**src/rtl/sram_rr_burst_ctrl_if.sv**
```systemverilog
// Requester-side and SRAM-side signal bundle for the two-port round-robin burst controller.
// The slave modport is the controller's view; master is the view of its environment.
interface sram_rr_burst_ctrl_if #(
  parameter int ADDR_W = 12,
  parameter int DATA_W = 32,
  parameter int LEN_W  = 4
);
  logic              REQ0, REQ1;
  logic              WE0, WE1;
  logic [ADDR_W-1:0] ADDR0, ADDR1;
  logic [LEN_W-1:0]  LEN0, LEN1;
  logic [DATA_W-1:0] WDATA0, WDATA1;
  logic              GNT0, GNT1;
  logic              BEAT0, BEAT1;
  logic              RVALID0, RVALID1;
  logic              RLAST;
  logic [DATA_W-1:0] RDATA;
  logic              BUSY;
  logic              SRAM_CEB, SRAM_WEB;
  logic [ADDR_W-1:0] SRAM_A;
  logic [DATA_W-1:0] SRAM_D;
  logic [7:0]        SRAM_Q0, SRAM_Q1, SRAM_Q2, SRAM_Q3;

  modport slave (
    input  REQ0, REQ1, WE0, WE1, ADDR0, ADDR1, LEN0, LEN1, WDATA0, WDATA1,
    input  SRAM_Q0, SRAM_Q1, SRAM_Q2, SRAM_Q3,
    output GNT0, GNT1, BEAT0, BEAT1, RVALID0, RVALID1, RLAST, RDATA, BUSY,
    output SRAM_CEB, SRAM_WEB, SRAM_A, SRAM_D
  );

  modport master (
    output REQ0, REQ1, WE0, WE1, ADDR0, ADDR1, LEN0, LEN1, WDATA0, WDATA1,
    output SRAM_Q0, SRAM_Q1, SRAM_Q2, SRAM_Q3,
    input  GNT0, GNT1, BEAT0, BEAT1, RVALID0, RVALID1, RLAST, RDATA, BUSY,
    input  SRAM_CEB, SRAM_WEB, SRAM_A, SRAM_D
  );
endinterface

```
**src/rtl/sram_rr_burst_ctrl.sv**
```systemverilog
// Round-robin two-requester SRAM burst controller: grant in IDLE, first beat next cycle, read data one cycle after each beat.
// No backpressure: a granted burst runs LEN+1 consecutive beats; losing requesters simply wait in IDLE for a grant.
module sram_rr_burst_ctrl #(
  parameter int ADDR_W = 12,
  parameter int DATA_W = 32,
  parameter int LEN_W  = 4
) (
  input logic                 CLK,
  input logic                 RSTN,
  sram_rr_burst_ctrl_if.slave bus
);

  typedef enum logic {IDLE, BURST} state_t;

  state_t            state_q, state_d;
  logic [ADDR_W-1:0] addr_q, addr_d;
  logic [LEN_W-1:0]  cnt_q, cnt_d;
  logic              we_q, we_d;
  logic              id_q, id_d;
  logic              last_q, last_d;
  logic              rvalid0_q, rvalid1_q, rlast_q;

  logic              pick;
  logic              gnt0, gnt1, beat0, beat1;
  logic              ceb, web;
  logic [ADDR_W-1:0] sram_a;
  logic [DATA_W-1:0] sram_d;

  always_ff @(posedge CLK or negedge RSTN) begin
    if (!RSTN) begin
      state_q   <= IDLE;
      addr_q    <= '0;
      cnt_q     <= '0;
      we_q      <= 1'b0;
      id_q      <= 1'b0;
      last_q    <= 1'b1;  // requester 1 counts as last served, so 0 wins the first tie
      rvalid0_q <= 1'b0;
      rvalid1_q <= 1'b0;
      rlast_q   <= 1'b0;
    end else begin
      state_q   <= state_d;
      addr_q    <= addr_d;
      cnt_q     <= cnt_d;
      we_q      <= we_d;
      id_q      <= id_d;
      last_q    <= last_d;
      rvalid0_q <= (state_q == BURST) && !we_q && !id_q;
      rvalid1_q <= (state_q == BURST) && !we_q && id_q;
      rlast_q   <= (state_q == BURST) && !we_q && (cnt_q == '0);
    end
  end

  always_comb begin
    state_d = state_q;
    addr_d  = addr_q;
    cnt_d   = cnt_q;
    we_d    = we_q;
    id_d    = id_q;
    last_d  = last_q;
    pick    = 1'b0;
    gnt0    = 1'b0;
    gnt1    = 1'b0;
    beat0   = 1'b0;
    beat1   = 1'b0;
    ceb     = 1'b1;
    web     = 1'b1;
    sram_a  = '0;
    sram_d  = '0;
    case (state_q)
      IDLE: begin
        if (bus.REQ0 || bus.REQ1) begin
          pick    = (bus.REQ0 && bus.REQ1) ? !last_q : bus.REQ1;
          gnt0    = !pick;
          gnt1    = pick;
          id_d    = pick;
          last_d  = pick;
          addr_d  = pick ? bus.ADDR1 : bus.ADDR0;
          cnt_d   = pick ? bus.LEN1  : bus.LEN0;
          we_d    = pick ? bus.WE1   : bus.WE0;
          state_d = BURST;
        end
      end
      BURST: begin
        ceb    = 1'b0;
        web    = !we_q;
        sram_a = addr_q;
        beat0  = !id_q;
        beat1  = id_q;
        if (we_q) begin
          sram_d = id_q ? bus.WDATA1 : bus.WDATA0;
        end
        addr_d = addr_q + ADDR_W'(1);
        if (cnt_q == '0) begin
          state_d = IDLE;
        end else begin
          cnt_d = cnt_q - LEN_W'(1);
        end
      end
      default: state_d = IDLE;
    endcase
  end

  // Grants are combinational from REQ, so gate them to stay silent while reset is held.
  assign bus.GNT0     = gnt0 && RSTN;
  assign bus.GNT1     = gnt1 && RSTN;
  assign bus.BEAT0    = beat0;
  assign bus.BEAT1    = beat1;
  assign bus.BUSY     = (state_q == BURST);
  assign bus.SRAM_CEB = ceb;
  assign bus.SRAM_WEB = web;
  assign bus.SRAM_A   = sram_a;
  assign bus.SRAM_D   = sram_d;
  assign bus.RVALID0  = rvalid0_q;
  assign bus.RVALID1  = rvalid1_q;
  assign bus.RLAST    = rlast_q;
  assign bus.RDATA    = (rvalid0_q || rvalid1_q)
                      ? DATA_W'({bus.SRAM_Q0, bus.SRAM_Q1, bus.SRAM_Q2, bus.SRAM_Q3}) : '0;

endmodule

```
**src/flat_wrapper.sv**
```systemverilog
// flat-port wrapper written by rule: the top's interface ports become plain ports
module sram_rr_burst_ctrl_flat 
#(
  parameter int ADDR_W = 12,
  parameter int DATA_W = 32,
  parameter int LEN_W  = 4
)
  (CLK, RSTN, bus_REQ0, bus_REQ1, bus_WE0, bus_WE1, bus_ADDR0, bus_ADDR1, bus_LEN0, bus_LEN1, bus_WDATA0, bus_WDATA1, bus_SRAM_Q0, bus_SRAM_Q1, bus_SRAM_Q2, bus_SRAM_Q3, bus_GNT0, bus_GNT1, bus_BEAT0, bus_BEAT1, bus_RVALID0, bus_RVALID1, bus_RLAST, bus_RDATA, bus_BUSY, bus_SRAM_CEB, bus_SRAM_WEB, bus_SRAM_A, bus_SRAM_D);
  sram_rr_burst_ctrl_if #(.ADDR_W(ADDR_W), .DATA_W(DATA_W), .LEN_W(LEN_W)) bus_i ();
  input logic CLK;
  input logic RSTN;
  input wire logic [$bits(bus_i.REQ0)-1:0] bus_REQ0;
  input wire logic [$bits(bus_i.REQ1)-1:0] bus_REQ1;
  input wire logic [$bits(bus_i.WE0)-1:0] bus_WE0;
  input wire logic [$bits(bus_i.WE1)-1:0] bus_WE1;
  input wire logic [$bits(bus_i.ADDR0)-1:0] bus_ADDR0;
  input wire logic [$bits(bus_i.ADDR1)-1:0] bus_ADDR1;
  input wire logic [$bits(bus_i.LEN0)-1:0] bus_LEN0;
  input wire logic [$bits(bus_i.LEN1)-1:0] bus_LEN1;
  input wire logic [$bits(bus_i.WDATA0)-1:0] bus_WDATA0;
  input wire logic [$bits(bus_i.WDATA1)-1:0] bus_WDATA1;
  input wire logic [$bits(bus_i.SRAM_Q0)-1:0] bus_SRAM_Q0;
  input wire logic [$bits(bus_i.SRAM_Q1)-1:0] bus_SRAM_Q1;
  input wire logic [$bits(bus_i.SRAM_Q2)-1:0] bus_SRAM_Q2;
  input wire logic [$bits(bus_i.SRAM_Q3)-1:0] bus_SRAM_Q3;
  output wire logic [$bits(bus_i.GNT0)-1:0] bus_GNT0;
  output wire logic [$bits(bus_i.GNT1)-1:0] bus_GNT1;
  output wire logic [$bits(bus_i.BEAT0)-1:0] bus_BEAT0;
  output wire logic [$bits(bus_i.BEAT1)-1:0] bus_BEAT1;
  output wire logic [$bits(bus_i.RVALID0)-1:0] bus_RVALID0;
  output wire logic [$bits(bus_i.RVALID1)-1:0] bus_RVALID1;
  output wire logic [$bits(bus_i.RLAST)-1:0] bus_RLAST;
  output wire logic [$bits(bus_i.RDATA)-1:0] bus_RDATA;
  output wire logic [$bits(bus_i.BUSY)-1:0] bus_BUSY;
  output wire logic [$bits(bus_i.SRAM_CEB)-1:0] bus_SRAM_CEB;
  output wire logic [$bits(bus_i.SRAM_WEB)-1:0] bus_SRAM_WEB;
  output wire logic [$bits(bus_i.SRAM_A)-1:0] bus_SRAM_A;
  output wire logic [$bits(bus_i.SRAM_D)-1:0] bus_SRAM_D;
  assign bus_i.REQ0 = bus_REQ0;
  assign bus_i.REQ1 = bus_REQ1;
  assign bus_i.WE0 = bus_WE0;
  assign bus_i.WE1 = bus_WE1;
  assign bus_i.ADDR0 = bus_ADDR0;
  assign bus_i.ADDR1 = bus_ADDR1;
  assign bus_i.LEN0 = bus_LEN0;
  assign bus_i.LEN1 = bus_LEN1;
  assign bus_i.WDATA0 = bus_WDATA0;
  assign bus_i.WDATA1 = bus_WDATA1;
  assign bus_i.SRAM_Q0 = bus_SRAM_Q0;
  assign bus_i.SRAM_Q1 = bus_SRAM_Q1;
  assign bus_i.SRAM_Q2 = bus_SRAM_Q2;
  assign bus_i.SRAM_Q3 = bus_SRAM_Q3;
  assign bus_GNT0 = bus_i.GNT0;
  assign bus_GNT1 = bus_i.GNT1;
  assign bus_BEAT0 = bus_i.BEAT0;
  assign bus_BEAT1 = bus_i.BEAT1;
  assign bus_RVALID0 = bus_i.RVALID0;
  assign bus_RVALID1 = bus_i.RVALID1;
  assign bus_RLAST = bus_i.RLAST;
  assign bus_RDATA = bus_i.RDATA;
  assign bus_BUSY = bus_i.BUSY;
  assign bus_SRAM_CEB = bus_i.SRAM_CEB;
  assign bus_SRAM_WEB = bus_i.SRAM_WEB;
  assign bus_SRAM_A = bus_i.SRAM_A;
  assign bus_SRAM_D = bus_i.SRAM_D;
  sram_rr_burst_ctrl #(.ADDR_W(ADDR_W), .DATA_W(DATA_W), .LEN_W(LEN_W)) u_core (.CLK(CLK), .RSTN(RSTN), .bus(bus_i));
endmodule
```
**config.mk**
```make
export PLATFORM = sky130hd
export DESIGN_NAME = sram_rr_burst_ctrl_flat
export DESIGN_NICKNAME = d
export VERILOG_FILES = /design/src/rtl/sram_rr_burst_ctrl_if.sv /design/src/rtl/sram_rr_burst_ctrl.sv /design/src/flat_wrapper.sv
export SDC_FILE = /design/constraint.sdc
export NUM_CORES = 1
export LEC_CHECK = 0
export BUFFER_PORTS_ARGS = -buffer_cell sky130_fd_sc_hd__buf_4
export CORE_ASPECT_RATIO = 1.1
export CORE_MARGIN = 5
export CORE_UTILIZATION = 34
export CTS_CLUSTER_SIZE = 16
export DETAILED_ROUTE_END_ITERATION = 8
export GPL_ROUTABILITY_DRIVEN = 0
export PLACE_DENSITY = 0.79
export SYNTH_ARGS = -nofsm -noshare
export SYNTH_HDL_FRONTEND = slang
export SYNTH_SLANG_ARGS = --single-unit
export TNS_END_PERCENT = 20
```
**constraint.sdc**
```tcl
create_clock -name CLK -period 1.5 [get_ports CLK]
set_input_delay 0.075 -clock CLK [delete_from_list [all_inputs] [get_ports CLK]]
set_output_delay 0.075 -clock CLK [all_outputs]
set_load 0.005 [all_outputs]
```
==> parameters.txt <==
Parameter                              Value

Run status
  Result of the run ... finished, final reports clean

Routing
  Iter 0 DRT Violations ... between 100 and 150
  Total routed wirelength ... about 11,000 um
  Average via count per standard cell ... between 5 and 6
  Antenna-violating nets left ... 0
  Via count ... 2,948
  DRC violation count after routing ... 0
  Average wire per standard cell ... ~18 um
  Number of optimization iterations in the first detailed-route pass ... 4

Critical path
  Slack of the worst reg-to-reg path ... around 0.060 ns
  Critical R2R Launch ... u_core.last_q$_DFFE_PN1P_
  Critical path data arrival time ... 1.39 ns
  Type of destination of the critical path ... primary output
  Endpoint of the worst-slack reg-to-reg timing path ... u_core.addr_q[7]$_DFFE_PN0P_
  Worst Reg-to-Reg Cells ... 5
  Critical Path RT ... approximately 1.4 ns
  Crit Path Class ... reg -> out
  Maximum fanout count along the critical path ... 4
  Element type at the critical path start ... flop

STA
  Worst slew margin ... 0.6972
  Post-Route Skew ... between 0.007 and 0.008 ns
  Setup ws final ... between 0.03 and 0.04 ns
  Number of hold violations in the final report ... 0
  Worst slew pin tran ... roughly 0.45 ns
  Pins over their slew limit ... 0
  Highest clock rate ... 0.6826 GHz
  Sum Neg Setup Slack ... 0 ns
  Unrepaired setup endpoints after global routing ... true
  Share of the clock period used by the worst path ... 0.9766
  Final critical delay including setup and external delays ... between 1 and 1.5 ns
  Setup Viol. Count Final ... 0

Power
  Maximum VDD drop ... 0.0009057 V
  Power density of the placed cells ... 1656 mW/mm^2
  LEAKAGE ... 2.151 nW

Synthesis
  Syn Nets ... approximately 420
  Count of state elements after synthesis ... 23
  Netlist cell types ... 38
  Yosys warnings ... 0
  Most used flip-flop cell after synthesis ... dfrtp_1
  Top post-synthesis cells by area ... dfrtp_1 24%, mux2i_1 19%, nor2b_1 8.9%, nor2_1 8.0%, o2bb2ai_1 3.4%
  Netlist Area Pre-Place ... about 0.0023 sq mm
  Synthesized instance count ... around 290
  Fraction of post-synthesis cell area in the top cell type by area ... 0.2381
  Sequential cell area fraction in the yosys report ... 0.2495
  Post-synth top area cell ... dfrtp_1
  Number of enable-type register cells in the synthesized netlist ... 0
  Mean area per synthesized cell ... between 8 and 9 sq um
  Share of async-settable or async-resettable flops after synthesis ... 1.000

GRT
  Global router's overall resource usage ... 0.2251
  Aggregate global routing overflow ... 0
  Wire length of the first global-routing pass ... between 10,000 and 15,000 um
  Via count of the first global-routing pass ... between 2,000 and 3,000
  Antenna violations before repair ... 0
  Largest net degree at the start of global routing ... 34

Place
  DP Wirelength ... 8834 um
  IO Port Bufs ... 219
  Post-Place Cells ... just under 600
  Total placed instance area ... between 0.004 and 0.005 sq mm
  Worst slack, placed ... just over 0.03 ns

Die
  Die width ... between 80 and 90 um
  Top-Level Pins ... between 200 and 250
  DIE HEIGHT ... ~96 um
  Starting Density ... 0.3507
  Number of core rows ... 31
  DIE AREA ... between 0.008 and 0.009 sq mm
  Core outline area ... about 0.0066 sq mm

Finish
  Sequential Area ... 580.6 sq um
  Net total in the final layout ... 644
  Ratio of cells with drive above 1 in the final layout ... 0.5266
  Post-synthesis to final-layout area growth ... 84.09%
  Multi-input logic area ... between 0.0015 and 0.002 sq mm
  Most common cell after layout, fill and taps aside ... buf_4
  Count of placed standard cells in the final layout, fillers left out ... 589
  Design area ... around 0.0043 sq mm
  Most used cells in the layout excluding fill and tap cells ... 234 x buf_4, 47 x nor2_1, 45 x mux2i_1
  # fillers ... 593
  Utilization of the core after routing ... 0.6455
  Number of antenna diodes ... 0

Clock network
  Clock transition at the register clock pins on the worst setup and hold paths after CTS ... approximately 0.1 ns
  H-tree levels ... 1
  CTS tree ... yes
  Skew-Pair Late Insertion Delay ... approximately 0.27 ns
  Clock buffer depth ... 2
  Clock sinks ... 23
  Library cell used as clock root buffer ... clkbuf_8
  Cts bufs inserted ... 3

Job
  Max-cap viol count ... 0

Worst hold path
  Worst Hold Launch ... bus_ADDR0[4]
  Hold WC Path Type ... in -> reg
  Worst hold endpoint ... u_core.addr_q[4]$_DFFE_PN0P_
  Worst Hold Depth ... 3
final cells by class:
| cell class | instances | share of cell area |
|---|---|---|
| clock buffer | 3 | 0.009700 |
| inverter | 7 | 0.007055 |
| clock inverter | 1 | 0.001764 |
| timing repair buffer | 240 | 0.4386 |
| sequential | 23 | 0.1364 |
| tap | 82 | 0.02410 |
| multi-input combinational | 233 | 0.3824 |
registers in the layout, summed over array words and instances, names as in the netlist:
| name | cells |
|---|---|
| u_core.addr_q | 12 |
| u_core.bus.BUSY | 1 |
| u_core.bus.RLAST | 1 |
| u_core.bus.RVALID0 | 1 |
| u_core.bus.RVALID1 | 1 |
| u_core.cnt_q | 4 |
| u_core.id_q | 1 |
| u_core.last_q | 1 |
| u_core.we_q | 1 |
worst max-delay path: stages (launching register included):
cell	delay [ns]
dfstp_2	0.59
buf_8	0.11
nand2b_4	0.12
nand2_2	0.07
nor2_2	0.11
buf_4	0.13
cells by family after synthesis:
| family | share of synthesized area |
|---|---|
| buf+inv | 0.06547 |
| compound gates | 0.1569 |
| simple gates | 0.2652 |
| xor+xnor | 0.03788 |
| flops | 0.2495 |
| mux | 0.2143 |
| fa+ha+maj | 0.01082 |
Yosys cell counts, drive strengths merged, types with 2 or more instances:
| cell type | count |
|---|---|
| nand2b | 3 |
| o2bb2ai | 9 |
| mux2i | 45 |
| nor2b | 33 |
| dfrtp | 22 |
| nor3b | 3 |
| a21oi | 13 |
| and2 | 9 |
| a31oi | 3 |
| ha | 2 |
| a32o | 2 |
| buf | 14 |
| nand3 | 4 |
| o211ai | 2 |
| clkbuf | 9 |
| mux2 | 4 |
| a311oi | 8 |
| xnor2 | 9 |
| nor2 | 49 |
| nand2 | 11 |
| o21ai | 9 |
| nor3 | 6 |
| inv | 7 |
worst max-delay path by stage:
stage,startpoint,end,slack (ns),cells past startpoint
5_1_grt,u_core.bus.BUSY$_DFF_PN0_,bus_SRAM_CEB,-0.02,3
3_3_place_gp,u_core.addr_q[0]$_DFFE_PN0P_,u_core.addr_q[10]$_DFFE_PN0P_,0.13,5
2_1_floorplan,u_core.last_q$_DFFE_PN1P_,u_core.addr_q[10]$_DFFE_PN0P_,0.08,6
4_1_cts,u_core.cnt_q[0]$_DFFE_PN0P_,u_core.cnt_q[1]$_DFFE_PN0P_,0.01,6
3_5_place_dp,u_core.cnt_q[0]$_DFFE_PN0P_,u_core.cnt_q[1]$_DFFE_PN0P_,0.03,6
6_report,u_core.last_q$_DFFE_PN1P_,bus_GNT0,0.04,5
what timing repair did:
| item | 4_1_cts | 5_1_grt |
|---|---|---|
| endpoints found under the hold margin | 22 | 0 |
| buffers inserted | 2 | 1 |
| endpoints found under the setup margin | 2 | 25 |
| pin swaps | 0 | 3 |
| cloned | 0 | 1 |
| resized for setup | 4 | 11 |
| hold buffers | 1 | 0 |
where the power goes:
part	total, mW	leakage, nW	switching (mW)	internal [mW]
combinational	5.28	1.87	2.39	2.89
clock	0.418	0.0217	0.230	0.188
sequential	1.35	0.264	0.395	0.957
stage by stage:
stage	power (mW)	hold slack, ns
2_1_floorplan	3.819	-0.2206
3_3_place_gp	6.291	0.09779
3_5_place_dp	6.390	0.09620
4_1_cts	6.898	0.09564
5_1_grt	7.636	0.1034
6_report	7.048	0.09683
layer usage:
metal  global-route usage  routed length [um]  vias to the layer above
li1                     -                   -                     1436
met1               0.2768                3978                     1362
met2               0.3942                5538                      136
met3              0.04919                 945                       14
met4              0.06045                 217                        0
met5                    0                   0                        -
Power figures use the tool's default switching activity.
